===== src/rtl/id_ex_stage.sv =====
// id_ex_stage: decode-to-execute pipeline register.
// Captures the decoded instruction, resolves ALU operand B at capture time,
// supports stall (hold), flush (bubble injection) and keeps a saturating
// count of bubble cycles for performance visibility.
module id_ex_stage #(
  parameter int         WIDTH      = 16,
  parameter int         CNT_WIDTH  = 16,
  parameter logic [4:0] NOP_OPCODE = 5'b00001
) (
  input  logic                 clk,
  input  logic                 rst,
  input  logic                 stall,
  input  logic                 flush,
  input  logic                 id_valid,
  input  logic [4:0]           id_opcode,
  input  logic                 id_alu_src2,
  input  logic [WIDTH-1:0]     id_rs_data,
  input  logic [WIDTH-1:0]     id_rt_data,
  input  logic [WIDTH-1:0]     id_imm,
  input  logic [2:0]           id_wr_reg,
  input  logic                 id_reg_write,
  output logic                 ex_valid,
  output logic [4:0]           ex_opcode,
  output logic [WIDTH-1:0]     ex_op_a,
  output logic [WIDTH-1:0]     ex_op_b,
  output logic [WIDTH-1:0]     ex_rt_data,
  output logic [2:0]           ex_wr_reg,
  output logic                 ex_reg_write,
  output logic [CNT_WIDTH-1:0] bubble_cnt
);

  // The only control state is whether the stage holds a bubble or a real
  // instruction; everything else is payload.
  typedef enum logic {S_BUBBLE = 1'b0, S_VALID = 1'b1} state_e;

  state_e               state_q, state_d;
  logic [4:0]           opcode_q, opcode_d;
  logic [WIDTH-1:0]     op_a_q, op_a_d;
  logic [WIDTH-1:0]     op_b_q, op_b_d;
  logic [WIDTH-1:0]     rt_q, rt_d;
  logic [2:0]           wr_reg_q, wr_reg_d;
  logic                 reg_write_q, reg_write_d;
  logic [CNT_WIDTH-1:0] cnt_q, cnt_d;
  logic                 bubble_ld;

  localparam logic [CNT_WIDTH-1:0] CNT_MAX = {CNT_WIDTH{1'b1}};
  localparam logic [CNT_WIDTH-1:0] CNT_ONE = CNT_WIDTH'(1);

  // Next-state: flush beats stall; an unstalled edge with no valid
  // instruction loads a bubble exactly like a flush does.
  always_comb begin
    state_d     = state_q;
    opcode_d    = opcode_q;
    op_a_d      = op_a_q;
    op_b_d      = op_b_q;
    rt_d        = rt_q;
    wr_reg_d    = wr_reg_q;
    reg_write_d = reg_write_q;
    bubble_ld   = 1'b0;

    if (flush || (!stall && !id_valid)) begin
      bubble_ld   = 1'b1;
      state_d     = S_BUBBLE;
      opcode_d    = NOP_OPCODE;
      op_a_d      = '0;
      op_b_d      = '0;
      rt_d        = '0;
      wr_reg_d    = '0;
      // A bubble never writes the register file, whatever id_reg_write says.
      reg_write_d = 1'b0;
    end else if (!stall) begin
      state_d     = S_VALID;
      opcode_d    = id_opcode;
      op_a_d      = id_rs_data;
      // Operand B is resolved here so the ALU sees a single registered value.
      op_b_d      = id_alu_src2 ? id_rt_data : id_imm;
      rt_d        = id_rt_data;
      wr_reg_d    = id_wr_reg;
      reg_write_d = id_reg_write;
    end
  end

  // Bubble counter: count loaded bubbles, stick at all-ones instead of wrapping.
  always_comb begin
    cnt_d = cnt_q;
    if (bubble_ld && (cnt_q != CNT_MAX)) begin
      cnt_d = cnt_q + CNT_ONE;
    end
  end

  // State and payload registers with synchronous reset to the bubble values.
  always_ff @(posedge clk) begin
    if (rst) begin
      state_q     <= S_BUBBLE;
      opcode_q    <= NOP_OPCODE;
      op_a_q      <= '0;
      op_b_q      <= '0;
      rt_q        <= '0;
      wr_reg_q    <= '0;
      reg_write_q <= 1'b0;
      cnt_q       <= '0;
    end else begin
      state_q     <= state_d;
      opcode_q    <= opcode_d;
      op_a_q      <= op_a_d;
      op_b_q      <= op_b_d;
      rt_q        <= rt_d;
      wr_reg_q    <= wr_reg_d;
      reg_write_q <= reg_write_d;
      cnt_q       <= cnt_d;
    end
  end

  assign ex_valid     = (state_q == S_VALID);
  assign ex_opcode    = opcode_q;
  assign ex_op_a      = op_a_q;
  assign ex_op_b      = op_b_q;
  assign ex_rt_data   = rt_q;
  assign ex_wr_reg    = wr_reg_q;
  assign ex_reg_write = reg_write_q;
  assign bubble_cnt   = cnt_q;

endmodule

===== config.mk =====
export PLATFORM = sky130hd
export DESIGN_NAME = id_ex_stage
export DESIGN_NICKNAME = d
export VERILOG_FILES = /design/src/rtl/id_ex_stage.sv
export SDC_FILE = /design/constraint.sdc
export NUM_CORES = 1
export LEC_CHECK = 0
export CELL_PAD_IN_SITES_DETAIL_PLACEMENT = 0
export CELL_PAD_IN_SITES_GLOBAL_PLACEMENT = 1
export CORE_MARGIN = 8
export CORE_UTILIZATION = 27
export CTS_CLUSTER_DIAMETER = 150
export DETAILED_ROUTE_END_ITERATION = 12
export PLACE_DENSITY_LB_ADDON = 0.1
export SYNTH_ARGS = -nofsm -noshare
export SYNTH_HDL_FRONTEND = slang
export SYNTH_SLANG_ARGS = --single-unit

===== constraint.sdc =====
create_clock -name clk -period 1.91 [get_ports clk]
set_input_delay 0.382 -clock clk [delete_from_list [all_inputs] [get_ports clk]]
set_output_delay 0.382 -clock clk [all_outputs]
set_load 0.02 [all_outputs]

==> flow_summary.yaml <==
synthesis:
  synth_compound_area_frac: 0.0947
  synth_xor_area_frac: 0
  ys_seq_area_frac: 0.492
  async_flop_share: 0
  synth-edff-count: 0
  synth_cells: 324
  synth_top_area_frac: 0.492
  synth_area_leaders: "dfxtp_1 49%, mux2i_1 19%, nor2_1 9.6%, a21oi_1 4.8%, o31ai_1 2.2%"
  synth_ff_type: "dfxtp_1"
  muxShareOfSynthArea: 0.194
  syn_nets: 388
  syn_avg_cell_area_um2: 9.30
  synth_top_family_by_area: "multiplexers"
  synth_top_area_cell: "dfxtp_1"
  synthDistinctLibCells: 35
  yosys_warnings: 0
  netlist_area_mm2: 0.00301
  synth-seq-cells: 74
  yosys.area_share.adder: 0.00415
  synth-simple-area-share: 0.183
setup_path:
  critical-path-top-delay-family: "simple AND/OR/NAND/NOR gates"
  crit_fanout: 5
  max_stage_delay_ns: 0.58
  critPathBufInv: 0
  crit_start: "bubble_cnt[7]"
  path_class: "flop to flop"
  crit_required_ns: 2.14
  slowest_stage: "or4_4"
  rr_startpoint: "bubble_cnt[7]"
  crit_chain: "nand4_2 > or4_4 > nor4b_2 > mux2_2"
  endpoint_kind: "flop"
  arrival_ns: 2.05
  cp-start-kind: "flop"
drt:
  vias: 2780
  routed_wirelength_um: 9260
  ant_nets: 0
  first_iter_violations: 86
  drt_first_pass_iters: 4
  drc: 0
  via_per_inst: 4.50
  wl_per_cell_um: 15.0
clock_network:
  clock_latency_ns: 0.35
  cts_root_buf: "clkbuf_8"
  numCtsBuffers: 9
  cts-htree-levels: 3
  clockBufferDepth: 2
  numClockSinks: 74
  cts_hold_buf: 0
  clkSlewWorstSetupHoldPaths_ns: 0.08
  cts_tree: "yes"
sta:
  slew_viol_final: 0
  finalCritPeriodShare: 0.952
  fin_worst_skew_ns: 0.00900
  setup_viol: 0
  rsz0062_at_grt: "no"
  max_slew_margin: 0.702
  holdWs_ns: 0.451
  finalHoldViolCount: 0
  period_minus_slack_ns: 1.82
  fmax_mhz: 550
  tightestPinTransition_ns: 0.448
final_layout:
  syn_to_final_growth_pct: 63.6
  design_area_mm2: 0.00493
  fin_cells: 618
  antenna_cells: 0
  drive_gt1_frac: 0.121
  nets: 539
  fin_util: 0.453
worst_hold_path:
  hold_class: "flop to flop"
  worstHoldStart: "ex_valid"
job:
  maxCapViolCount: 0
floorplan:
  num_rows: 38
  ios: 137
  die_w_um: 122
  die-area_mm2: 0.0148
  die_h_um: 122
  core_mm2: 0.0109
  initial_core_util: 0.277
grt:
  grt_max_degree: 76
  grt_antenna_before_repair: 0
  grt-ovfl-total: 0
  first_global_vias: 2673
  grt_pass1_wl_um: 14300
  track_usage: 0.123
placed_design:
  place_congestion: 0.765
  place_inst: 603
  numPortBuffers: 136
  dpl.hpwl_um: 6720
  placed_area_mm2: 0.00469
power_and_ir_drop:
  finalPower_mw: 3.39
  p_leak_nw: 1.94
  power_density_mw_per_mm2: 687
  irDropWorstVdd_v: 0.000367
run_status:
  status: "complete, no violations"
==> cell usage in the layout, fill, tap and decap left out, types with 3 or more instances in the layout <==
master	Yosys	layout
clkbuf_8	0	9
or4_1	7	7
o21ai_0	3	3
inv_1	4	4
a21oi_1	29	29
nor2b_1	3	3
nand2_1	5	5
mux2i_1	56	56
nor2_1	77	77
dfxtp_1	74	69
o31ai_1	9	9
nand3_1	6	6
buf_4	0	24
dfxtp_2	0	5
clkdlybuf4s50_1	0	134
==> layer usage <==
layer	vias to the layer above	share of wire	wire, um	GRT usage
li1	1434	-	-	-
met1	1256	0.46	4270	0.154
met2	82	0.45	4150	0.185
met3	8	0.081	753	0.0551
met4	0	0.0094	87	0.0370
met5	-	0	0	0
==> worst paths after layout <==
path / end / slack [ns] / depth (start not counted)
hold reg to reg: ex_valid / 0.45 / 2
hold / removal: ex_valid / 0.45 / 2
setup / recovery: bubble_cnt[15] / 0.09 / 4
setup reg to reg: bubble_cnt[15] / 0.09 / 4
==> worst register-to-register path, stage by stage, from the launching register on <==
cell	delay, ns
dfxtp_2	0.37
nand4_2	0.13
or4_4	0.58
nor4b_2	0.29
mux2_2	0.35
==> stage by stage <==
step / setup WS, ns / setup TNS, ns
finish: 0.0921 / 0
global route: 0.00938 / 0
CTS: 0.0496 / 0
detailed placement: -0.198 / -1.28
global placement: -0.179 / -0.937
floorplan: 0.0120 / 0
==> cell type report <==
| cell class | count | area (um^2) |
|---|---|---|
| tap | 140 | 175 |
| sequential | 74 | 1490 |
| fill | 1094 | 5960 |
| inverter | 4 | 15.0 |
| clock buffer | 9 | 124 |
| clock inverter | 5 | 81.3 |
| multi-input combinational | 224 | 1460 |
| timing repair buffer | 162 | 1590 |
==> Yosys cell counts, types with 2 or more instances <==
library cell  count
nor2_1           77
dfxtp_1          74
mux2i_1          56
a21oi_1          29
clkbuf_1         17
o31ai_1           9
or4_1             7
nand3_1           6
nand2_1           5
inv_1             4
buf_1             3
nor2b_1           3
o21ai_0           3
a211oi_1          2
buf_2             2
mux2_2            2
nand4_1           2
nor3_1            2
nor4_1            2
nor4b_1           2
o21bai_1          2
or3_1             2
==> where the power goes <==
group	leakage (nW)	switching, mW	internal [mW]
combinational	1.24	0.211	0.269
clock	0.101	0.585	0.721
sequential	0.603	0.0205	1.58
total	1.94	0.816	2.57
==> kinds of logic after synthesis <==
logic type               count (synthesis)
AND/OR/NAND/NOR                        117
buffers and inverters                   26
multiplexers                            58
AO/OA/AOI/OAI                           48
flip-flops                              74
adder cells (fa/ha/maj)                  1
==> repair_timing <==
item / 4_1_cts / 5_1_grt
setup endpoints to repair: 1 / 13
pin swaps: 0 / 1
buffers inserted: 0 / 1
gates resized for setup: 1 / 6
Note: power is estimated with default switching activity, not from simulation.
